[src/rtl/mini_cpu_pkg.sv]
// Shared types, opcodes and ALU helper for the mini command executor.
package mini_cpu_pkg;

  localparam int unsigned DATA_W  = 16;
  localparam int unsigned NREGS   = 32;
  localparam int unsigned ADDR_W  = 5;
  localparam int unsigned SHAMT_W = 4;
  localparam int unsigned OP_W    = 3;

  localparam logic [OP_W-1:0] OP_LOADI = 3'b000;
  localparam logic [OP_W-1:0] OP_DISP  = 3'b001;
  localparam logic [OP_W-1:0] OP_DISP2 = 3'b010;
  localparam logic [OP_W-1:0] OP_ADDI  = 3'b011;
  localparam logic [OP_W-1:0] OP_ADD   = 3'b100;
  localparam logic [OP_W-1:0] OP_SUB   = 3'b101;
  localparam logic [OP_W-1:0] OP_AND   = 3'b110;
  localparam logic [OP_W-1:0] OP_SLL   = 3'b111;

  typedef enum logic [1:0] {
    S_IDLE = 2'd0,
    S_EXEC = 2'd1,
    S_WB   = 2'd2
  } state_e;

  // Command fields that must survive past the accepting edge
  typedef struct packed {
    logic [OP_W-1:0]   op;
    logic [ADDR_W-1:0] rd;
    logic [DATA_W-1:0] imm;
  } cmd_t;

  function automatic logic is_disp(input logic [OP_W-1:0] op);
    return (op == OP_DISP) || (op == OP_DISP2);
  endfunction

  // Two's complement, wrapping; shifts use only the low immediate bits
  function automatic logic [DATA_W-1:0] alu(input logic [OP_W-1:0]   op,
                                            input logic [DATA_W-1:0] a,
                                            input logic [DATA_W-1:0] b,
                                            input logic [DATA_W-1:0] imm);
    logic [DATA_W-1:0] r;
    r = '0;
    case (op)
      OP_LOADI: r = imm;
      OP_ADDI:  r = a + imm;
      OP_ADD:   r = a + b;
      OP_SUB:   r = a - b;
      OP_AND:   r = a & b;
      OP_SLL:   r = a << imm[SHAMT_W-1:0];
      default:  r = '0;
    endcase
    return r;
  endfunction

endpackage

[src/rtl/mini_regfile.sv]
// 32x16 register file: two combinational reads, one synchronous write, R0 hardwired to zero.
module mini_regfile
  import mini_cpu_pkg::*;
(
  input  logic              clk,
  input  logic              rst_n,
  input  logic [ADDR_W-1:0] raddr_a_i,
  input  logic [ADDR_W-1:0] raddr_b_i,
  output logic [DATA_W-1:0] rdata_a_o,
  output logic [DATA_W-1:0] rdata_b_o,
  input  logic              we_i,
  input  logic [ADDR_W-1:0] waddr_i,
  input  logic [DATA_W-1:0] wdata_i
);

  logic [DATA_W-1:0] mem_q [NREGS];

  always_ff @(posedge clk or negedge rst_n) begin
    if (!rst_n) begin
      for (int unsigned i = 0; i < NREGS; i++) begin
        mem_q[i] <= '0;
      end
    end else if (we_i && (waddr_i != '0)) begin
      mem_q[waddr_i] <= wdata_i;
    end
  end

  assign rdata_a_o = (raddr_a_i == '0) ? '0 : mem_q[raddr_a_i];
  assign rdata_b_o = (raddr_b_i == '0) ? '0 : mem_q[raddr_b_i];

endmodule

[src/rtl/mini_cmd_exec.sv]
// Command responder: accept on start, read operands, execute, write back, pulse done.
module mini_cmd_exec
  import mini_cpu_pkg::*;
(
  input  logic              clk,
  input  logic              rst_n,
  input  logic              start,
  input  logic [OP_W-1:0]   cmd,
  input  logic [ADDR_W-1:0] read1,
  input  logic [ADDR_W-1:0] read2,
  input  logic [ADDR_W-1:0] write,
  input  logic [DATA_W-1:0] data,
  output logic              busy,
  output logic              done,
  output logic              rd_valid,
  output logic [DATA_W-1:0] rd_data_a,
  output logic [DATA_W-1:0] rd_data_b
);

  state_e            state_q, state_d;
  cmd_t              cmd_q, cmd_d;
  logic [DATA_W-1:0] op_a_q, op_a_d;
  logic [DATA_W-1:0] op_b_q, op_b_d;
  logic [DATA_W-1:0] result_q, result_d;
  logic              busy_q, busy_d;
  logic              done_q, done_d;
  logic              rd_valid_q, rd_valid_d;
  logic [DATA_W-1:0] rd_data_a_q, rd_data_a_d;
  logic [DATA_W-1:0] rd_data_b_q, rd_data_b_d;

  logic [DATA_W-1:0] rf_a_c;
  logic [DATA_W-1:0] rf_b_c;
  logic              we_c;

  mini_regfile u_regfile (
    .clk       (clk),
    .rst_n     (rst_n),
    .raddr_a_i (read1),
    .raddr_b_i (read2),
    .rdata_a_o (rf_a_c),
    .rdata_b_o (rf_b_c),
    .we_i      (we_c),
    .waddr_i   (cmd_q.rd),
    .wdata_i   (result_q)
  );

  always_ff @(posedge clk or negedge rst_n) begin
    if (!rst_n) begin
      state_q     <= S_IDLE;
      cmd_q       <= '0;
      op_a_q      <= '0;
      op_b_q      <= '0;
      result_q    <= '0;
      busy_q      <= 1'b0;
      done_q      <= 1'b0;
      rd_valid_q  <= 1'b0;
      rd_data_a_q <= '0;
      rd_data_b_q <= '0;
    end else begin
      state_q     <= state_d;
      cmd_q       <= cmd_d;
      op_a_q      <= op_a_d;
      op_b_q      <= op_b_d;
      result_q    <= result_d;
      busy_q      <= busy_d;
      done_q      <= done_d;
      rd_valid_q  <= rd_valid_d;
      rd_data_a_q <= rd_data_a_d;
      rd_data_b_q <= rd_data_b_d;
    end
  end

  // Busy is re-armed by an accept in the done cycle, so held start runs back-to-back
  always_comb begin
    state_d     = state_q;
    cmd_d       = cmd_q;
    op_a_d      = op_a_q;
    op_b_d      = op_b_q;
    result_d    = result_q;
    busy_d      = busy_q;
    done_d      = 1'b0;
    rd_valid_d  = 1'b0;
    rd_data_a_d = rd_data_a_q;
    rd_data_b_d = rd_data_b_q;
    we_c        = 1'b0;
    case (state_q)
      S_IDLE: begin
        busy_d = start;
        if (start) begin
          cmd_d   = '{op: cmd, rd: write, imm: data};
          op_a_d  = rf_a_c;
          op_b_d  = rf_b_c;
          state_d = S_EXEC;
        end
      end
      S_EXEC: begin
        busy_d   = 1'b1;
        result_d = alu(cmd_q.op, op_a_q, op_b_q, cmd_q.imm);
        state_d  = S_WB;
      end
      S_WB: begin
        busy_d  = 1'b1;
        done_d  = 1'b1;
        we_c    = !is_disp(cmd_q.op);
        if (is_disp(cmd_q.op)) begin
          rd_valid_d  = 1'b1;
          rd_data_a_d = op_a_q;
          rd_data_b_d = (cmd_q.op == OP_DISP2) ? op_b_q : '0;
        end
        state_d = S_IDLE;
      end
      default: state_d = S_IDLE;
    endcase
  end

  assign busy      = busy_q;
  assign done      = done_q;
  assign rd_valid  = rd_valid_q;
  assign rd_data_a = rd_data_a_q;
  assign rd_data_b = rd_data_b_q;

endmodule

[config.mk]
export PLATFORM = sky130hd
export DESIGN_NAME = mini_cmd_exec
export DESIGN_NICKNAME = d
export VERILOG_FILES = /design/src/rtl/mini_cpu_pkg.sv /design/src/rtl/mini_regfile.sv /design/src/rtl/mini_cmd_exec.sv
export SDC_FILE = /design/constraint.sdc
export NUM_CORES = 1
export LEC_CHECK = 0
export CAP_MARGIN = 0
export CORE_ASPECT_RATIO = 2
export CORE_MARGIN = 10
export CORE_UTILIZATION = 50
export DETAILED_ROUTE_END_ITERATION = 10
export MAX_ROUTING_LAYER = met4
export PLACE_DENSITY = 0.69
export SYNTH_ARGS = -nofsm -noshare
export SYNTH_HDL_FRONTEND = slang
export SYNTH_SLANG_ARGS = --single-unit
[constraint.sdc]
create_clock -name clk -period 4.6 [get_ports clk]
set_input_delay 0.46 -clock clk [delete_from_list [all_inputs] [get_ports clk]]
set_output_delay 0.46 -clock clk [all_outputs]
set_load 0.01 [all_outputs]
==> results of run 1 <==
through the flow:
step / power [mW] / std cells / worst slack (ns) / hold WS [ns]
final: 21.8 / 3436 / 0.497 / 0.402
after global placement: 16.5 / 3333 / 0.533 / 0.376
after global routing: 22.8 / 3436 / 0.285 / 0.414
after detailed placement: 16.9 / 3333 / 0.519 / 0.385
after floorplan: 14.0 / 2524 / 1.15 / 0.164
after CTS: 21.7 / 3433 / 0.509 / 0.390
state kept, by name, summed over array words and instances, names as in the netlist:
register / cells
op_a_q: 16
busy: 1
rd_data_b: 16
op_b_q: 16
done: 1
state_q: 2
cmd_q: 24
u_regfile.mem_q: 512
result_q: 16
rd_valid: 1
rd_data_a: 16
cells by family after synthesis:
family / Yosys count
AO/OA/AOI/OAI: 394
buffers and inverters: 256
XOR/XNOR: 37
adder cells (fa/ha/maj): 24
multiplexers: 908
AND/OR/NAND/NOR: 284
flip-flops: 621
worst reg2reg max path: cells and delay by family, from the launching register on:
family                     cells  cell delay (ns)
DFF                            1             0.44
xor gates and xnor gates       2             0.30
and+or+nand+nor                5             2.00
AOI/OAI and AO/OA              5             0.85
adders and majority gates      1             0.38
cell usage after synthesis (16+ instances only):
| master | n |
|---|---|
| o22ai_1 | 50 |
| o221ai_1 | 38 |
| o21ai_1 | 25 |
| xnor2_1 | 29 |
| mux2i_1 | 114 |
| nand2_1 | 106 |
| buf_2 | 40 |
| clkbuf_1 | 135 |
| nor2_1 | 47 |
| nor3_1 | 41 |
| ha_1 | 23 |
| o21ai_0 | 77 |
| a32oi_1 | 16 |
| mux4_2 | 228 |
| mux2_2 | 566 |
| buf_4 | 33 |
| inv_1 | 21 |
| dfrtp_1 | 621 |
| nor2_2 | 32 |
| a21oi_1 | 147 |
cell type report:
cell class              instances  area, um2  share of cell area [%]
clock inverters                15        200                   0.539
multi-input cells            1647      17000                    45.9
well taps                     884       1110                    2.98
diodes                          3       7.51                  0.0202
flip-flops and latches        621      15500                    41.8
repair buffers                159       1540                    4.14
inverters                      23       86.3                   0.232
clock buffers                  84       1610                    4.35
routing by layer:
metal,global-route usage (%),wire [um],vias up
met1,28.2,35500,11900
li1,-,-,9521
met4,19.1,8280,0
met2,47.8,56600,936
met5,-,0,-
met3,3.75,5800,392
cells in the final DEF (no fill, tap or decap), types with 5 or more instances in the layout:
master / instances
xnor2_1: 29
nor3_1: 41
a32oi_1: 16
a31oi_1: 6
o221ai_1: 38
dfrtp_1: 621
mux2_2: 566
o21ai_0: 77
o21ai_1: 25
nor4_1: 5
buf_12: 14
a21oi_1: 146
mux4_2: 228
clkdlybuf4s50_1: 62
nand3b_1: 5
nand3_1: 9
mux2i_1: 114
clkbuf_16: 54
clkbuf_8: 15
xor2_1: 8
clkbuf_1: 15
nand2b_1: 6
clkinv_2: 6
nand2_1: 106
o21a_1: 7
nor2_2: 32
nor2b_1: 7
inv_1: 21
o22ai_1: 50
buf_4: 75
ha_1: 23
nor2_1: 47
what timing repair did:
action	4_1_cts	5_1_grt
endpoints found under the hold margin	10	0
hold buffers	1	0
buffers inserted	0	0
worst min-delay path by stage:
stage | endpoint | slack [ns] | cells past startpoint
2_1_floorplan | busy | 0.16 | 0
3_3_place_gp | u_regfile.mem_q[508] | 0.38 | 0
3_5_place_dp | u_regfile.mem_q[510] | 0.39 | 0
4_1_cts | cmd_q[0] | 0.39 | 3
5_1_grt | u_regfile.mem_q[506] | 0.41 | 0
6_report | u_regfile.mem_q[497] | 0.40 | 0
power by group through the flow:
stage / Clock, mW / Sequential [mW] / Combinational (mW)
after detailed placement: 0 / 9.12 / 7.80
after floorplan: 0 / 8.14 / 5.86
after CTS: 4.85 / 9.03 / 7.83
after global placement: 0 / 8.91 / 7.64
final: 4.76 / 9.11 / 7.91
after global routing: 5.04 / 9.33 / 8.46
==> impl_metrics.json, run 1 <==
{
  "status": "complete, no violations",
  "numCtsBuffers": 54,
  "post-route-util_pct": 55.5,
  "ant_nets": 0,
  "ys.warnings.count": 0,
  "drtPass1Iterations": 7,
  "netlist_instances": 2524,
  "core_mm2": 0.0669,
  "grt_pass1_wl_um": 158000,
  "drtIter0Drc": 1715,
  "drv_slew": 0,
  "grt_max_degree": 116,
  "clk_latency_ns": 0.62,
  "ys_seq_elements": 621,
  "power_frac_seq_pct": 41.8,
  "avgSynthCellArea_um2": 13.4,
  "yosys.area_share.adder_pct": 0.911,
  "rows": 134,
  "antenna_found_initial": 3,
  "cp_data_arrival_time_ns": 4.58,
  "drc": 0,
  "clockPowerShare_pct": 21.9,
  "port_buffers": 71,
  "finalSetupViolCount": 0,
  "reg2regPathDepth": 13,
  "synth_top_family_by_area": "multiplexers",
  "vias": 22700,
  "cts.sinks": 621,
  "switching_share_pct": 37.6,
  "comb_power_share_pct": 36.3,
  "fin_nets": 2567,
  "synthXorXnorAreaFrac_pct": 0.959,
  "cts_tree": "yes",
  "end_kind": "register",
  "htreeDepth": 2,
  "max_freq_mhz": 244,
  "die_h_um": 388,
  "place.gp.congestion": 1.03,
  "drive_gt1_share_pct": 40.3,
  "cp.depth": 13,
  "start_util_pct": 50.5,
  "fin_setup_tns_ns": 0,
  "r2r_end": "result_q[15]",
  "hp-class": "reg2reg",
  "num-fill-cells": 5380,
  "netlist_area_mm2": 0.0338,
  "critPathKind": "reg2reg",
  "grt_setup_unrepaired": "false",
  "cp_num_buf_inv": 0,
  "synth_top_area_share_pct": 46.0,
  "ctsLongestPathBuffers": 3,
  "crit_path_start": "cmd_q[6]",
  "hold_start": "u_regfile.mem_q[497]",
  "finalHoldViolations": 0,
  "async_flop_share_pct": 100,
  "fin_area_mm2": 0.0371,
  "grt_pass1_vias": 24500,
  "p_switching_mw": 8.20,
  "path_cells": "nor4_1, nand4_1, nor2_1, xnor2_1, o21ai_0, ha_1, a21oi_2, nand2_1, or4_1, o221a_1, o211ai_2, xnor2_1, o221ai_2",
  "critPathRequiredTime_ns": 5.08,
  "cp-start-kind": "register",
  "synth_compound_area_share_pct": 7.05,
  "place_area_mm2": 0.0353,
  "routedWlPerCell_um": 30.9,
  "p_int_mw": 13.6,
  "synthMuxAreaShare_pct": 37.4,
  "p_leak_nw": 16.4,
  "avgViaCountPerCell": 6.61,
  "critPathMostFrequentCell": "xnor2_1",
  "power_density_mw_per_mm2": 587,
  "ys.flop_type": "dfrtp_1",
  "skew_ns": 0.0203,
  "die_x_um": 204,
  "post_cts_resized": 0,
  "path_clk_slew_ns": 0.08,
  "ir_drop_v": 0.000420,
  "finalWirelength_um": 106000,
  "min_period_ns": 4.10,
  "dp_hpwl_um": 72100,
  "max_cap_viol_count": 0,
  "grt_usage_pct": 27.6,
  "yosysUniqueCellTypes": 61,
  "synth_edf_count": 0,
  "io_pins": 72,
  "slew-limit-headroom_pct": 25.7,
  "rrSetupSlack_ns": 0.50,
  "synth.net_count": 2585,
  "worstMarginPinSlew_ns": 1.11,
  "grt_overflow": 0,
  "die_area_mm2": 0.0790,
  "synthTopCellsByArea": "dfrtp_1 46%, mux2_2 19%, mux4_2 15%",
  "slowest_stage": "nor4_1",
  "endpoint": "result_q[15]",
  "slowest_delay_ns": 0.61,
  "synthSimpleGateAreaFrac_pct": 3.99,
  "area_growth_pct": 9.88,
  "r2r-start": "cmd_q[6]",
  "yosysTopAreaCell": "dfrtp_1",
  "cp_max_fo": 5,
  "critPathTopFamily": "simple AND/OR/NAND/NOR gates",
  "period_share_pct": 89.2,
  "yosysSeqAreaShare_pct": 46.0,
  "root_buffer": "clkbuf_16"
}
Power figures use the tool's default switching activity.
==> run 2: changes to the inputs <==
Clock period 4.6 ns to 5.2 ns, I/O delays scaled along.
==> impl_metrics.json, run 2 (synthesis results as in run 1) <==
{
  "status": "complete, but fails checks",
  "violations": "negative hold slack",
  "ctsLongestPathBuffers": 3,
  "p_leak_nw": 16.2,
  "final_common_cell": "dfrtp_1",
  "power_frac_seq_pct": 42.8,
  "numCtsBuffers": 54,
  "avgViaCountPerCell": 6.60,
  "hp-class": "in2async",
  "r2r-start": "cmd_q[0]",
  "drtIter0Drc": 1721,
  "dp_hpwl_um": 70000,
  "grt_max_degree": 142,
  "cp-start-kind": "register",
  "antenna_found_initial": 0,
  "min_period_ns": 4.08,
  "post-place-ws_ns": 1.23,
  "switching_share_pct": 38.0,
  "drtPass1Iterations": 5,
  "routedWlPerCell_um": 30.7,
  "start_util_pct": 50.5,
  "cp_data_arrival_time_ns": 4.54,
  "endpoint": "result_q[15]",
  "place_area_mm2": 0.0351,
  "root_buffer": "clkbuf_16",
  "comb_power_share_pct": 36.0,
  "htreeDepth": 2,
  "crit_path_start": "cmd_q[0]",
  "placed_cells": 3311,
  "grt_setup_unrepaired": "false",
  "final_cell_mix": "621 x dfrtp_1, 566 x mux2_2, 228 x mux4_2",
  "reg2regPathDepth": 15,
  "finalWirelength_um": 105000,
  "clockPowerShare_pct": 21.1,
  "path_cells": "buf_4, nor2_1, nand2_1, nor2_1, nand2_1, xor2_1, o21ai_0, ha_1, nand4_1, o22ai_1, or3_2, o2111ai_1, o211ai_2, xnor2_1, o221ai_2",
  "clk_latency_ns": 0.61,
  "vias": 22500,
  "p_int_mw": 11.8,
  "cp_max_fo": 19,
  "critPathRequiredTime_ns": 5.66,
  "slowest_delay_ns": 0.55,
  "max_freq_mhz": 245,
  "num-fill-cells": 5417,
  "grt_pass1_vias": 24200,
  "die_h_um": 388,
  "holdBufCountCts": 0,
  "cts_tree": "yes",
  "rows": 134,
  "skew_ns": 0.0153,
  "max_cap_viol_count": 0,
  "post_cts_buffers": 0,
  "drive_gt1_share_pct": 39.8,
  "total_power_mw": 19.0,
  "place.gp.congestion": 0.980,
  "drc": 0,
  "rrSetupSlack_ns": 1.12,
  "die_x_um": 204,
  "largestRegisters": "u_regfile.mem_q (512), cmd_q (24)",
  "finalSetupViolCount": 0,
  "setup_slack_ns": 1.12,
  "fin_setup_tns_ns": 0,
  "cp.depth": 15,
  "io_pins": 72,
  "power_density_mw_per_mm2": 516,
  "fin_area_mm2": 0.0368,
  "cts.sinks": 621,
  "slowest_stage": "o21ai_0",
  "finalHoldViolations": 6,
  "critPathKind": "reg2reg",
  "post_cts_resized": 0,
  "fin_nets": 2544,
  "top_register": "u_regfile.mem_q",
  "path_clk_slew_ns": 0.07,
  "grt_usage_pct": 27.2,
  "post-route-util_pct": 55.1,
  "die_area_mm2": 0.0790,
  "r2r_end": "result_q[15]",
  "grt_overflow": 0,
  "fin_cells": 3410,
  "cp_num_buf_inv": 1,
  "p_switching_mw": 7.23,
  "drv_slew": 0,
  "critPathTopFamily": "simple AND/OR/NAND/NOR gates",
  "ir_drop_v": 0.000321,
  "port_buffers": 71,
  "grt_pass1_wl_um": 156000,
  "largest_reg_flops": 512,
  "whs_ns": -0.0306,
  "core_mm2": 0.0669,
  "area_growth_pct": 8.99,
  "end_kind": "register",
  "ant_nets": 0,
  "slew-limit-headroom_pct": 13.3,
  "period_share_pct": 78.6,
  "worstMarginPinSlew_ns": 1.30
}
## run 2: cell count changes in the layout (fill, tap and decap cells not counted), moves of 2 or more
cell       previous run  this run
buf_12               14         9
buf_4                75        58
bufinv_16             4         2
clkbuf_1             15        13
clkbuf_8             15         7
clkinv_2              6        17
diode_2               3         1
nor2_2               32        20
nor2_4                0        12
## run 2: final cells by class
| type | instances | area (um2) | share of cell area (%) |
|---|---|---|---|
| multi-input combinational | 1647 | 17100 | 46.4 |
| sequential | 621 | 15500 | 42.2 |
| clock buffer | 75 | 1520 | 4.13 |
| timing repair buffer | 136 | 1300 | 3.53 |
| tap | 884 | 1110 | 3.00 |
| clock inverter | 23 | 178 | 0.482 |
| inverter | 23 | 86.3 | 0.234 |
| antenna | 1 | 2.50 | 0.00679 |
## run 2: power by group through the flow
stage               logic (mW)  registers (mW)  clock network [mW]
global placement          6.71            7.96                   0
global route              7.38            8.35                4.28
finish                    6.85            8.15                4.02
CTS                       6.85            8.09                4.09
detailed placement        6.83            8.17                   0
floorplan                 5.19            7.20                   0
## run 2: worst min path at each step
stage / start / to / cells past startpoint
5_1_grt: rst_n / result_q[6] / 1
3_3_place_gp: u_regfile.mem_q[509] / u_regfile.mem_q[509] / 0
6_report: rst_n / result_q[11] / 1
3_5_place_dp: u_regfile.mem_q[504] / u_regfile.mem_q[504] / 0
4_1_cts: rst_n / result_q[11] / 1
2_1_floorplan: rst_n / busy / 0
## run 2: metal layers
layer | routed length (um) | vias up | global-route usage (%)
met5 | 0 | - | -
met4 | 7010 | 0 | 16.1
met3 | 5410 | 325 | 3.08
met2 | 56700 | 905 | 48.4
met1 | 35700 | 11800 | 28.3
li1 | - | 9463 | -
